`config.mk`:
```
export PLATFORM = sky130hd
export DESIGN_NAME = lane_issue_arbiter_flat
export DESIGN_NICKNAME = d
export VERILOG_FILES = /design/src/rtl/lane_issue_arbiter_if.sv /design/src/rtl/lane_issue_arbiter.sv /design/src/flat_wrapper.sv
export SDC_FILE = /design/constraint.sdc
export NUM_CORES = 1
export LEC_CHECK = 0
export ABC_AREA = 1
export BUFFER_PORTS_ARGS = -buffer_cell sky130_fd_sc_hd__buf_2
export CAP_MARGIN = 20
export CELL_PAD_IN_SITES_DETAIL_PLACEMENT = 1
export CELL_PAD_IN_SITES_GLOBAL_PLACEMENT = 1
export CORE_ASPECT_RATIO = 0.5
export CORE_MARGIN = 3
export CORE_UTILIZATION = 25
export CTS_BUF_LIST = sky130_fd_sc_hd__clkbuf_8
export CTS_CLUSTER_DIAMETER = 60
export DETAILED_ROUTE_END_ITERATION = 8
export PLACE_DENSITY = 0.58
export REMOVE_ABC_BUFFERS = 1
export SYNTH_ARGS = -nofsm -noshare
export SYNTH_HDL_FRONTEND = slang
export SYNTH_SLANG_ARGS = --single-unit
export TNS_END_PERCENT = 1
```
`constraint.sdc`:
```
create_clock -name clk -period 6.5 [get_ports clk]
set_input_delay 0.325 -clock clk [delete_from_list [all_inputs] [get_ports clk]]
set_output_delay 0.325 -clock clk [all_outputs]
set_load 0.005 [all_outputs]
```
`src/rtl/lane_issue_arbiter_if.sv`:
```
// rtl/lane_issue_arbiter_if.sv - producer/consumer bundle for the two-lane issue arbiter
//
// Groups every non-clock/reset signal of lane_issue_arbiter.
//   Producer lanes : in_address_x, in_id_x, in_valid_x  -> arbiter
//                    out_stall_x                       <- arbiter
//   Flush          : flush_x, flush_id_x               -> arbiter
//   Downstream     : out_address, out_id, out_lane, out_valid <- arbiter
//                    in_stall                                -> arbiter
//   Statistics     : drop_count                              <- arbiter
// The slave modport is the arbiter's view, the master modport the environment's.

interface lane_issue_arbiter_if #(
    parameter int ADDR_W = 32,
    parameter int ID_W   = 8
) ();
    logic [ADDR_W-1:0] in_address_1;
    logic [ADDR_W-1:0] in_address_2;
    logic [ID_W-1:0]   in_id_1;
    logic [ID_W-1:0]   in_id_2;
    logic              in_valid_1;
    logic              in_valid_2;
    logic              out_stall_1;
    logic              out_stall_2;
    logic              flush_1;
    logic              flush_2;
    logic [ID_W-1:0]   flush_id_1;
    logic [ID_W-1:0]   flush_id_2;
    logic [ADDR_W-1:0] out_address;
    logic [ID_W-1:0]   out_id;
    logic              out_lane;
    logic              out_valid;
    logic              in_stall;
    logic [7:0]        drop_count;

    modport slave (
        input  in_address_1, in_address_2, in_id_1, in_id_2, in_valid_1, in_valid_2,
        input  flush_1, flush_2, flush_id_1, flush_id_2, in_stall,
        output out_stall_1, out_stall_2, out_address, out_id, out_lane, out_valid,
        output drop_count
    );

    modport master (
        output in_address_1, in_address_2, in_id_1, in_id_2, in_valid_1, in_valid_2,
        output flush_1, flush_2, flush_id_1, flush_id_2, in_stall,
        input  out_stall_1, out_stall_2, out_address, out_id, out_lane, out_valid,
        input  drop_count
    );
endinterface

```
`src/rtl/lane_issue_arbiter.sv`:
```
// rtl/lane_issue_arbiter.sv - two-lane buffered round-robin issue arbiter with ID flush
//
// Each producer lane owns a DEPTH-entry FIFO of {address, id, live}. Live heads of the
// two FIFOs compete round-robin for a single output register that feeds the shared
// downstream port. A flush pulse on a lane clears the live bit of every buffered entry
// (and of a same-cycle incoming entry) whose ID matches; dead heads are discarded
// without ever reaching the output. A matching entry held in the output register under
// downstream stall is recalled as well. Every kill is added to a saturating drop count.
//
// Ports:
//   clk    - clock
//   reset  - asynchronous, active-high reset
//   bus    - lane_issue_arbiter_if.slave (lane inputs, stalls, flushes, output port,
//            downstream stall, drop_count)

module lane_issue_arbiter #(
    parameter int ADDR_W = 32,
    parameter int ID_W   = 8,
    parameter int DEPTH  = 4
) (
    input logic                 clk,
    input logic                 reset,
    lane_issue_arbiter_if.slave bus
);

    localparam int PW = $clog2(DEPTH);
    localparam int CW = $clog2(DEPTH + 1);
    localparam logic [CW-1:0] FULL_CNT = CW'(DEPTH);

    // Lane-indexed views of the bus so both lanes share one description.
    logic [ADDR_W-1:0] in_addr  [2];
    logic [ID_W-1:0]   in_id    [2];
    logic              in_vld   [2];
    logic              flush    [2];
    logic [ID_W-1:0]   flush_id [2];

    assign in_addr[0]  = bus.in_address_1;
    assign in_addr[1]  = bus.in_address_2;
    assign in_id[0]    = bus.in_id_1;
    assign in_id[1]    = bus.in_id_2;
    assign in_vld[0]   = bus.in_valid_1;
    assign in_vld[1]   = bus.in_valid_2;
    assign flush[0]    = bus.flush_1;
    assign flush[1]    = bus.flush_2;
    assign flush_id[0] = bus.flush_id_1;
    assign flush_id[1] = bus.flush_id_2;

    // FIFO payload (no reset needed: only slots with live=1 are ever consulted).
    logic [ADDR_W-1:0] addr_mem [2][DEPTH];
    logic [ID_W-1:0]   id_mem   [2][DEPTH];

    // FIFO control state. A slot's live bit is cleared when it is popped, so live=1
    // implies the slot is occupied and flush matching needs no occupancy mask.
    logic [DEPTH-1:0]  live_q [2];
    logic [DEPTH-1:0]  live_d [2];
    logic [PW-1:0]     rd_q   [2];
    logic [PW-1:0]     rd_d   [2];
    logic [PW-1:0]     wr_q   [2];
    logic [PW-1:0]     wr_d   [2];
    logic [CW-1:0]     cnt_q  [2];
    logic [CW-1:0]     cnt_d  [2];

    // Output register and arbitration state. last_q: 0 = lane 1, 1 = lane 2.
    logic [ADDR_W-1:0] out_addr_q, out_addr_d;
    logic [ID_W-1:0]   out_id_q, out_id_d;
    logic              out_lane_q, out_lane_d;
    logic              out_valid_q, out_valid_d;
    logic              last_q, last_d;
    logic [7:0]        drop_q, drop_d;

    // Combinational decode.
    logic              full      [2];
    logic              empty     [2];
    logic              head_live [2];
    logic              cand      [2];
    logic              push      [2];
    logic              push_live [2];
    logic              pop       [2];
    logic [DEPTH-1:0]  kill      [2];
    logic              load_ok;
    logic              grant_en;
    logic              gsel;
    logic              out_kill;
    logic [15:0]       kills;
    logic [15:0]       drop_sum;

    always_comb begin
        load_ok     = !out_valid_q || !bus.in_stall;
        kills       = '0;
        out_addr_d  = out_addr_q;
        out_id_d    = out_id_q;
        out_lane_d  = out_lane_q;
        out_valid_d = out_valid_q;
        last_d      = last_q;

        for (int l = 0; l < 2; l++) begin
            full[l]      = (cnt_q[l] == FULL_CNT);
            empty[l]     = (cnt_q[l] == '0);
            head_live[l] = live_q[l][rd_q[l]];
            for (int i = 0; i < DEPTH; i++) begin
                kill[l][i] = flush[l] && live_q[l][i] && (id_mem[l][i] == flush_id[l]);
            end
            // A head killed this cycle is not issued; it turns into a dead head and
            // is discarded on the following cycle.
            cand[l]      = !empty[l] && head_live[l] && !kill[l][rd_q[l]];
            // A full FIFO never accepts, even if its head leaves this cycle.
            push[l]      = in_vld[l] && !full[l];
            push_live[l] = !(flush[l] && (in_id[l] == flush_id[l]));
        end

        // Round-robin on a tie: the lane that did not win last; otherwise whichever
        // single lane has a candidate.
        gsel     = (cand[0] && cand[1]) ? !last_q : cand[1];
        grant_en = load_ok && (cand[0] || cand[1]);

        // Recall of a stalled output entry. Only possible while stalled with valid
        // data, which is exactly when the output register cannot load.
        out_kill = out_valid_q && bus.in_stall && flush[out_lane_q]
                   && (out_id_q == flush_id[out_lane_q]);

        for (int l = 0; l < 2; l++) begin
            // Dead-head discard and grant pop are mutually exclusive (grant needs live).
            pop[l]    = (!empty[l] && !head_live[l]) || (grant_en && (gsel == (l == 1)));
            live_d[l] = live_q[l] & ~kill[l];
            if (pop[l]) begin
                live_d[l][rd_q[l]] = 1'b0;
            end
            // Push and pop never target the same slot: pop needs count>0, push needs
            // count<DEPTH, so wr != rd whenever both happen.
            if (push[l]) begin
                live_d[l][wr_q[l]] = push_live[l];
            end
            cnt_d[l] = cnt_q[l] + CW'(push[l]) - CW'(pop[l]);
            rd_d[l]  = rd_q[l] + PW'(pop[l]);
            wr_d[l]  = wr_q[l] + PW'(push[l]);
            for (int i = 0; i < DEPTH; i++) begin
                kills = kills + 16'(kill[l][i]);
            end
            kills = kills + 16'(push[l] && !push_live[l]);
        end
        kills = kills + 16'(out_kill);

        if (load_ok) begin
            if (grant_en) begin
                out_addr_d  = addr_mem[gsel][rd_q[gsel]];
                out_id_d    = id_mem[gsel][rd_q[gsel]];
                out_lane_d  = gsel;
                out_valid_d = 1'b1;
                last_d      = gsel;
            end else begin
                out_valid_d = 1'b0;
            end
        end else if (out_kill) begin
            out_valid_d = 1'b0;
        end

        drop_sum = 16'(drop_q) + kills;
        drop_d   = (drop_sum > 16'd255) ? 8'hFF : drop_sum[7:0];
    end

    always_ff @(posedge clk or posedge reset) begin
        if (reset) begin
            for (int l = 0; l < 2; l++) begin
                live_q[l] <= '0;
                rd_q[l]   <= '0;
                wr_q[l]   <= '0;
                cnt_q[l]  <= '0;
            end
            out_addr_q  <= '0;
            out_id_q    <= '0;
            out_lane_q  <= 1'b0;
            out_valid_q <= 1'b0;
            last_q      <= 1'b1;   // lane 2 "won last", so lane 1 wins the first tie
            drop_q      <= '0;
        end else begin
            for (int l = 0; l < 2; l++) begin
                live_q[l] <= live_d[l];
                rd_q[l]   <= rd_d[l];
                wr_q[l]   <= wr_d[l];
                cnt_q[l]  <= cnt_d[l];
            end
            out_addr_q  <= out_addr_d;
            out_id_q    <= out_id_d;
            out_lane_q  <= out_lane_d;
            out_valid_q <= out_valid_d;
            last_q      <= last_d;
            drop_q      <= drop_d;
        end
    end

    always_ff @(posedge clk) begin
        for (int l = 0; l < 2; l++) begin
            if (push[l]) begin
                addr_mem[l][wr_q[l]] <= in_addr[l];
                id_mem[l][wr_q[l]]   <= in_id[l];
            end
        end
    end

    assign bus.out_address = out_addr_q;
    assign bus.out_id      = out_id_q;
    assign bus.out_lane    = out_lane_q;
    assign bus.out_valid   = out_valid_q;
    assign bus.out_stall_1 = full[0];
    assign bus.out_stall_2 = full[1];
    assign bus.drop_count  = drop_q;

endmodule
```
`src/flat_wrapper.sv`:
```
// flat-port wrapper written by rule: the top's interface ports become plain ports
module lane_issue_arbiter_flat 
#(
    parameter int ADDR_W = 32,
    parameter int ID_W   = 8,
    parameter int DEPTH  = 4
)
  (clk, reset, bus_in_address_1, bus_in_address_2, bus_in_id_1, bus_in_id_2, bus_in_valid_1, bus_in_valid_2, bus_flush_1, bus_flush_2, bus_flush_id_1, bus_flush_id_2, bus_in_stall, bus_out_stall_1, bus_out_stall_2, bus_out_address, bus_out_id, bus_out_lane, bus_out_valid, bus_drop_count);
  lane_issue_arbiter_if #(.ADDR_W(ADDR_W), .ID_W(ID_W)) bus_i ();
  input logic clk;
  input logic reset;
  input wire logic [$bits(bus_i.in_address_1)-1:0] bus_in_address_1;
  input wire logic [$bits(bus_i.in_address_2)-1:0] bus_in_address_2;
  input wire logic [$bits(bus_i.in_id_1)-1:0] bus_in_id_1;
  input wire logic [$bits(bus_i.in_id_2)-1:0] bus_in_id_2;
  input wire logic [$bits(bus_i.in_valid_1)-1:0] bus_in_valid_1;
  input wire logic [$bits(bus_i.in_valid_2)-1:0] bus_in_valid_2;
  input wire logic [$bits(bus_i.flush_1)-1:0] bus_flush_1;
  input wire logic [$bits(bus_i.flush_2)-1:0] bus_flush_2;
  input wire logic [$bits(bus_i.flush_id_1)-1:0] bus_flush_id_1;
  input wire logic [$bits(bus_i.flush_id_2)-1:0] bus_flush_id_2;
  input wire logic [$bits(bus_i.in_stall)-1:0] bus_in_stall;
  output wire logic [$bits(bus_i.out_stall_1)-1:0] bus_out_stall_1;
  output wire logic [$bits(bus_i.out_stall_2)-1:0] bus_out_stall_2;
  output wire logic [$bits(bus_i.out_address)-1:0] bus_out_address;
  output wire logic [$bits(bus_i.out_id)-1:0] bus_out_id;
  output wire logic [$bits(bus_i.out_lane)-1:0] bus_out_lane;
  output wire logic [$bits(bus_i.out_valid)-1:0] bus_out_valid;
  output wire logic [$bits(bus_i.drop_count)-1:0] bus_drop_count;
  assign bus_i.in_address_1 = bus_in_address_1;
  assign bus_i.in_address_2 = bus_in_address_2;
  assign bus_i.in_id_1 = bus_in_id_1;
  assign bus_i.in_id_2 = bus_in_id_2;
  assign bus_i.in_valid_1 = bus_in_valid_1;
  assign bus_i.in_valid_2 = bus_in_valid_2;
  assign bus_i.flush_1 = bus_flush_1;
  assign bus_i.flush_2 = bus_flush_2;
  assign bus_i.flush_id_1 = bus_flush_id_1;
  assign bus_i.flush_id_2 = bus_flush_id_2;
  assign bus_i.in_stall = bus_in_stall;
  assign bus_out_stall_1 = bus_i.out_stall_1;
  assign bus_out_stall_2 = bus_i.out_stall_2;
  assign bus_out_address = bus_i.out_address;
  assign bus_out_id = bus_i.out_id;
  assign bus_out_lane = bus_i.out_lane;
  assign bus_out_valid = bus_i.out_valid;
  assign bus_drop_count = bus_i.drop_count;
  lane_issue_arbiter #(.ADDR_W(ADDR_W), .ID_W(ID_W), .DEPTH(DEPTH)) u_core (.clk(clk), .reset(reset), .bus(bus_i));
endmodule
```
==> impl_metrics.toml, run 1 <==
[route]
wl_um = 60700
wl_per_cell_um = 18.9
viasPerCell = 4.40
firstDrtPassIters = 4
drt_iter0_drc = 748
drcViolationCount = 0
detail-route-antenna-nets = 0
vias = 14200

[synthesis]
seq_area_frac_synth_pct = 61.8
yosys_warnings = 0
synth-edff-count = 320
synth-seq-cells = 393
synth_flop_cell = "edfxtp_1"
synth.top_cell.area_share_pct = 51.9
synth_area_leaders = "edfxtp_1 (52%), nand2_1 (20%), dfrtp_1 (9.7%)"
syn_area_um2 = 18500
ys_types = 43
syn_inst = 1967
synth_top_area_cell = "edfxtp_1"
synth_area_per_cell_um2 = 9.41
synthArstFlopShare_pct = 18.6

[floorplan]
ios = 155
rows = 69
design.die.area_um2 = 77600
core_area_um2 = 72200
fp.dieW_um = 391
start_util_pct = 25.7
die_y_um = 198

[setup_path]
cp_num_buf_inv = 4
crit_slowest_cell = "a2111oi_0"
cp_top_family = "adder cells"
crit_path_start_kind = "primary input"
slowest_delay_ps = 760
reg2regPathDepth = 17
path_cells = "dlygate4sd3_1, buf_2, nand2_1, o21ai_0, a2111oi_0, and3_1, nand2_1, fa_1, fa_1, fa_1, inv_1, fa_1, inv_1, fa_1, nor2_1, o21ai_0, nand2_1, a21oi_1, nor2_1, nand2_1, o21ai_0"
path_max_fanout = 6
path_common_cell = "fa_1"
path_depth = 21
critical_path_arrival_ps = 5550
crit_required_ps = 7000
worstSetupPathType = "primary input to register"
cp-end-kind = "register"

[finish]
nets = 2333
final_cells = 3217
final_cell_mix = "nand2_1 (966), edfxtp_1 (320), nand3_1 (182)"
drive_gt1_share_pct = 12.9
final_common_cell = "nand2_1"
area_growth_pct = 20.4
finalInstanceArea_um2 = 22300

[sta]
hold_viol = 0
worst_pin_slew_ps = 1120
finalClockSkew_ps = 31.4
setup_viol = 0
finalCritPeriodShare_pct = 77.7
relSlewSlack_pct = 25.3
max_freq_mhz = 198
slew_viol_final = 0
finalCriticalPeriod_ps = 5050
rsz0062_at_grt = "no"

[place]
placed_area_um2 = 20200
place_congestion = 0.817
io_buffers = 154
hpwl_um = 37000
placed_cells = 3009

[worst_hold_path]
hp-class = "primary input to register"
holdPathStages = 5

[global_routing]
grt.overflow.total = 0
grt_pass1_wl_um = 91700
grt_max_degree = 99
grt_util_all_layers_pct = 15.6
grt_pass1_vias = 15000
antenna_found_initial = 2

[clocking]
cts.sinks = 393
holdBufCountCts = 82
clk_path_buf_depth = 3
cts.root.buffer_cell = "clkbuf_8"
cts_resized = 0
h-tree-depth = 3
insertion_delay_ps = 650
clk_pin_slew_ps = 60
cts_setup_buffers = 0
cts_tree = "yes"
cts_inserted_buffers = 68

[power]
vdd_drop_max_mv = 0.431
pwr_density_cell_nw_per_um2 = 524
p_leak_nw = 10.1

[run_status]
outcome = "finished clean"

[flow_run]
max_cap_violations = 0
## stage by stage
| step | power (W) | hold WS (ps) | setup WS [ps] | util, % | setup TNS, ps |
|---|---|---|---|---|---|
| 4_1_cts | 0.0119 | 276 | 1520 | 30.9 | 0 |
| 3_5_place_dp | 0.00967 | 460 | 1320 | 28.0 | 0 |
| 2_1_floorplan | 0.00743 | 424 | -435 | - | -17520 |
| 3_3_place_gp | 0.00954 | 460 | 1490 | 28.0 | 0 |
| 5_1_grt | 0.0128 | 309 | 1090 | 30.9 | 0 |
| 6_report | 0.0117 | 331 | 1450 | 30.9 | 0 |
## registers in the layout (all words and copies together) (netlist names)
| name | cells |
|---|---|
| u_core.rd_q | 4 |
| u_core.bus.out_lane | 1 |
| u_core.bus.out_id | 8 |
| u_core.bus.out_address | 32 |
| u_core.last_q | 1 |
| u_core.live_q | 8 |
| u_core.addr_mem | 256 |
| u_core.cnt_q | 6 |
| u_core.id_mem | 64 |
| u_core.bus.drop_count | 8 |
| u_core.wr_q | 4 |
| u_core.bus.out_valid | 1 |
## where the power goes
group / internal, W / leakage [nW] / switching, W / total [W]
logic: 0.00167 / 5.45 / 0.00417 / 0.00584
registers: 0.00341 / 3.84 / 0.000306 / 0.00372
clock network: 0.00108 / 0.767 / 0.00106 / 0.00214
total: 0.00616 / 10.1 / 0.00553 / 0.0117
## metal layers
layer | global-route usage, % | share of wire [%] | up-vias
met5 | 0 | 0 | -
met4 | 4.83 | 2.3 | 0
met3 | 2.23 | 2.3 | 96
met2 | 28.5 | 51 | 173
met1 | 19.2 | 44 | 6998
li1 | - | - | 6902
## cells by family (layout without fill, tap and decap cells)
logic type	count (synthesis)	in the layout	synth area share, %
buf+inv	191	481	4.95
xor+xnor	39	39	1.84
fa+ha+maj	27	27	2.19
compound gates	59	59	1.87
other cells	0	2	0
simple gates	1258	1258	27.4
flops	393	393	61.8
## Yosys cell counts, types with 2 or more instances
cell type    n
a2111oi_0    3
a21oi_1      6
a221oi_1     3
and2_1       2
buf_1        4
buf_2       50
buf_4        2
buf_6       17
clkbuf_1    18
clkbuf_2     2
dfrtp_1     72
edfxtp_1   320
fa_1         9
ha_1        18
inv_1       88
inv_2       10
nand2_1    967
nand2_2      3
nand2_4      2
nand3_1    182
nand3b_1     2
nand4_1      4
nor2_1      63
nor3_1      18
nor3b_1      5
o211ai_1     3
o21ai_0     28
o21ai_1      5
o22ai_1      7
or2_0        3
or2_2        2
xnor2_1     14
xor2_1      25
## final timing paths
path / from / end / slack, ps
min in group asynchronous: reset / u_core.bus.out_address[9] / 380
min: bus_in_valid_1 / u_core.wr_q[2] / 330
min reg2reg: u_core.bus.out_address[11] / u_core.bus.out_address[11] / 480
max: bus_in_id_2[1] / u_core.bus.drop_count[2] / 1450
max reg2reg: u_core.bus.out_lane / u_core.bus.drop_count[2] / 1520
max in group asynchronous: reset / u_core.bus.out_address[5] / 4960
## cell type report
class / count / area [µm²]
Clock buffer: 76 / 1050
Antenna cell: 2 / 5.00
Inverter: 98 / 369
Sequential cell: 393 / 11400
Fill cell: 8428 / 49900
Multi-Input combinational cell: 1383 / 6220
Clock inverter: 48 / 224
Timing Repair Buffer: 259 / 1800
Tap cell: 958 / 1200
## tightest hold or removal path, delay by kind of cell
family	cells	cell delay, ps
buf+inv	3	380
fa+ha+maj	1	150
compound gates	1	60
Power figures use the tool's default switching activity.
==> inputs of run 2 (changes only) <==
Clock period 6.5 ns to 4.69 ns, I/O delays scaled along.
==> impl_metrics.toml, run 2 (synthesized netlist as in run 1, its figures left out) <==
[clocking]
cts.root.buffer_cell = "clkbuf_8"
clk_path_buf_depth = 3
cts_inserted_buffers = 69
insertion_delay_ps = 650
clk_pin_slew_ps = 60
cts.sinks = 393
cts_tree = "yes"
h-tree-depth = 3

[place]
placed_area_um2 = 20400
dpl_worst_slack_ps = -113
placed_cells = 3029
place_congestion = 0.812
hpwl_um = 36900
io_buffers = 154

[setup_path]
critical_path_arrival_ps = 5040
crit_required_ps = 5210
cp_top_family = "adder cells"
path_max_fanout = 8
crit_slowest_cell = "fa_1"
cp_num_buf_inv = 3
crit_path_start_kind = "register"
path_cells = "o21ai_2, o22ai_2, a2111oi_4, nand4_1, fa_1, fa_1, fa_1, inv_1, fa_2, inv_2, fa_2, nor2_1, o21ai_1, nand2_1, a21oi_2, buf_4, nor2_1, nor2_1, a21oi_1"
slowest_delay_ps = 610
worstSetupPathType = "register to register"
cp-end-kind = "register"

[global_routing]
grt_util_all_layers_pct = 15.5
antenna_found_initial = 3
grt_pass1_vias = 15000
grt.overflow.total = 0
grt_max_degree = 163
grt_pass1_wl_um = 91500

[sta]
setup_viol = 0
slew_viol_final = 0
finalClockSkew_ps = 39.0
setup_slack_ps = 167
finalCriticalPeriod_ps = 4520
max_freq_mhz = 221
hold_viol = 0
relSlewSlack_pct = 41.5
finalCritPeriodShare_pct = 96.4
whs_ps = 132
worst_pin_slew_ps = 878

[finish]
largest_reg_flops = 256
fillCellCount = 8406
utilization_pct = 31.3
final_cell_mix = "nand2_1 (965), edfxtp_1 (320), nand3_1 (182)"
final_cells = 3240
final_common_cell = "nand2_1"
nets = 2356
area_growth_pct = 22.0
drive_gt1_share_pct = 14.4
multi_input_area_um2 = 6270
ff_latch_area_um2 = 11400
finalInstanceArea_um2 = 22600

[floorplan]
ios = 155
rows = 69
die_y_um = 198
core_area_um2 = 72200
design.die.area_um2 = 77600
start_util_pct = 25.7
fp.dieW_um = 391

[route]
wl_um = 60600
drt_iter0_drc = 657
firstDrtPassIters = 5
wl_per_cell_um = 18.7
detail-route-antenna-nets = 0
drcViolationCount = 0
viasPerCell = 4.42
vias = 14300

[run_status]
outcome = "finished clean"

[flow_run]
max_cap_violations = 0

[power]
vdd_drop_max_mv = 0.938
p_leak_nw = 10.2
pwr_density_cell_nw_per_um2 = 723

[worst_hold_path]
hp-class = "primary input to register"
[run 2: timing repair]
action                                  4_1_cts  5_1_grt
endpoints found under the setup margin        7        8
resized for setup                             4       18
hold buffers                                 82        0
pin swaps                                     0       12
setup buffers                                 0        1
hold endpoints to repair                    356        0
[run 2: cell type report]
| cell class | instances | share of cell area [%] |
|---|---|---|
| Sequential cell | 393 | 50.6 |
| Multi-Input combinational cell | 1383 | 27.8 |
| Timing Repair Buffer | 281 | 8.89 |
| Tap cell | 958 | 5.31 |
| Clock buffer | 78 | 4.75 |
| Inverter | 98 | 1.63 |
| Clock inverter | 46 | 0.947 |
| Antenna cell | 3 | 0.0332 |
[run 2: routing by layer]
metal | GRT usage [%] | wire, µm | up-vias | share of wire, %
li1 | - | - | 6947 | -
met1 | 18.7 | 26200 | 7079 | 43
met2 | 28.5 | 31200 | 189 | 52
met3 | 2.31 | 1520 | 93 | 2.5
met4 | 5.19 | 1590 | 0 | 2.6
met5 | 0 | 0 | - | 0
[run 2: worst paths after layout]
path / from / end / slack [ps] / cells past startpoint
worst max-delay path: u_core.bus.out_lane / u_core.bus.drop_count[6] / 170 / 19
worst min-delay path: bus_in_valid_2 / u_core.wr_q[0] / 130 / 4
worst max register to register: u_core.bus.out_lane / u_core.bus.drop_count[6] / 170 / 19
worst min register to register: u_core.bus.out_address[16] / u_core.bus.out_address[16] / 470 / 2
max in group asynchronous: reset / u_core.bus.out_address[3] / 3260 / 4
min in group asynchronous: reset / u_core.bus.out_address[12] / 250 / 3
[run 2: per-stage QoR]
stage	setup TNS (ps)	total power, W
after floorplan	-113870	0.0103
after global routing	-169	0.0178
after CTS	0	0.0166
final	0	0.0163
after detailed placement	-416	0.0135
after global placement	0	0.0133
[run 2: report_power, final]
part           internal, W  switching, W
sequential         0.00472      0.000414
combinational      0.00239       0.00579
clock              0.00153       0.00147
total              0.00865       0.00768
[run 2: worst register-to-register path, stage by stage, from the launching register on]
cell       delay [ps]
dfrtp_2           470
o21ai_2           260
o22ai_2           130
a2111oi_4         310
nand4_1           230
fa_1              610
fa_1              430
fa_1              490
inv_1              50
fa_2              350
inv_2              70
fa_2              200
nor2_1             60
o21ai_1           110
nand2_1           110
a21oi_2           210
buf_4             140
nor2_1             30
nor2_1            110
a21oi_1            50
==> inputs of run 3 (changes only) <==
Settings changed: CORE_UTILIZATION 25 to 32, PLACE_DENSITY 0.58 to 0.68.
==> impl_metrics.toml, run 3 (synthesized netlist as in run 1, its figures left out) <==
[clocking]
cts_tree = "yes"
h-tree-depth = 2
cts.sinks = 393
insertion_delay_ps = 660
cts_inserted_buffers = 60
clk_path_buf_depth = 3
cts.root.buffer_cell = "clkbuf_8"
clk_pin_slew_ps = 70

[route]
wl_per_cell_um = 18.9
vias = 14400
wl_um = 57200
drt_iter0_drc = 802
firstDrtPassIters = 5
drcViolationCount = 0
viasPerCell = 4.75
detail-route-antenna-nets = 0

[global_routing]
grt_util_all_layers_pct = 18.5
grt_pass1_wl_um = 87100
antenna_found_initial = 2
grt_pass1_vias = 15200
grt_max_degree = 163
grt.overflow.total = 0

[floorplan]
die_y_um = 176
start_util_pct = 32.8
design.die.area_um2 = 61000
core_area_um2 = 56400
rows = 61
fp.dieW_um = 346
ios = 155

[sta]
max_freq_mhz = 221
finalCriticalPeriod_ps = 4520
slew_viol_final = 0
hold_viol = 0
setup_viol = 0
relSlewSlack_pct = 32.8
finalClockSkew_ps = 26.8
finalCritPeriodShare_pct = 96.4
worst_pin_slew_ps = 997

[place]
place_congestion = 0.843
io_buffers = 154
hpwl_um = 35100
placed_cells = 2824

[finish]
final_cell_mix = "nand2_1 (964), edfxtp_1 (320), nand3_1 (181)"
drive_gt1_share_pct = 14.2
largest_reg_flops = 256
area_growth_pct = 19.7
final_common_cell = "nand2_1"
nets = 2348
utilization_pct = 39.3
final_cells = 3025

[setup_path]
crit_required_ps = 5210
reg2regPathDepth = 21
critical_path_arrival_ps = 5040
path_max_fanout = 6
worstSetupPathType = "register to register"
crit_path_start_kind = "register"
cp-end-kind = "register"

[power]
pwr_density_cell_nw_per_um2 = 719
p_leak_nw = 10.1
power_w = 0.0159
vdd_drop_max_mv = 0.809

[flow_run]
max_cap_violations = 0

[worst_hold_path]
hp-class = "primary input to register"
holdPathStages = 4

[run_status]
outcome = "finished clean"
==> run 3: routing by layer <==
metal  share of wire (%)  global-route usage [%]  vias to the layer above
met5                   0                       0                        -
met4                 2.5                    5.92                        0
met3                 3.5                    2.60                       94
met2                  53                    34.5                      232
met1                  41                    22.1                     7124
li1                    -                       -                     6930
==> run 3: final cells by class <==
cell class	instances	area, µm²
multi-input combinational	1383	6280
antenna	2	5.00
clock inverter	44	196
timing repair buffer	282	2000
fill	6492	34200
clock buffer	67	922
inverter	98	369
sequential	393	11400
tap	756	946
==> run 3: path summary, 6_finish.rpt <==
check	startpoint	end	slack [ps]
max	u_core.bus.out_lane	u_core.bus.drop_count[2]	170
min	bus_in_valid_2	u_core.wr_q[0]	90
max reg2reg	u_core.bus.out_lane	u_core.bus.drop_count[2]	170
min reg2reg	u_core.bus.out_address[9]	u_core.bus.out_address[9]	480
max in group asynchronous	reset	u_core.bus.out_lane	3260
min in group asynchronous	reset	u_core.bus.out_address[17]	180
==> run 3: what timing repair did <==
action | 4_1_cts | 5_1_grt
endpoints found under the hold margin | 342 | 0
setup buffers | 0 | 6
gates resized for setup | 4 | 28
setup endpoints to repair | 7 | 8
hold buffers | 82 | 0
pin swaps | 1 | 13
==> run 3: through the flow <==
stage                     TNS, ps  area, µm²  setup slack [ps]  hold slack, ps
after floorplan           -113870      18000             -2250             333
after global placement      -47.3      20100             -33.5             289
after detailed placement     -622      20100              -137             310
after CTS                       0      22100             0.846            52.4
after global routing         -253      22200             -49.9            87.7
final                           0      22200               170            90.0
==> run 3: worst max-delay path: stages, from the launching register on <==
cell and delay [ps]:
dfrtp_2 440, buf_6 130, buf_6 120, nand2_2 50, o21ai_2 50, xor2_1 140, nor3_1 230, nand4_1 210
fa_1 610, fa_1 450, fa_1 520, inv_1 50, fa_2 350, inv_2 70, fa_2 230, nor2_4 50
o21ai_2 120, nand2_1 100, a21oi_2 180, nor2_2 80, nand2_2 140, o21ai_1 90
==> run 3: power by group <==
group	total, W	leakage, nW	internal, W	switching [W]
Clock	0.00269	0.687	0.00131	0.00138
Sequential	0.00514	3.84	0.00472	0.000416
Combinational	0.00811	5.60	0.00240	0.00571
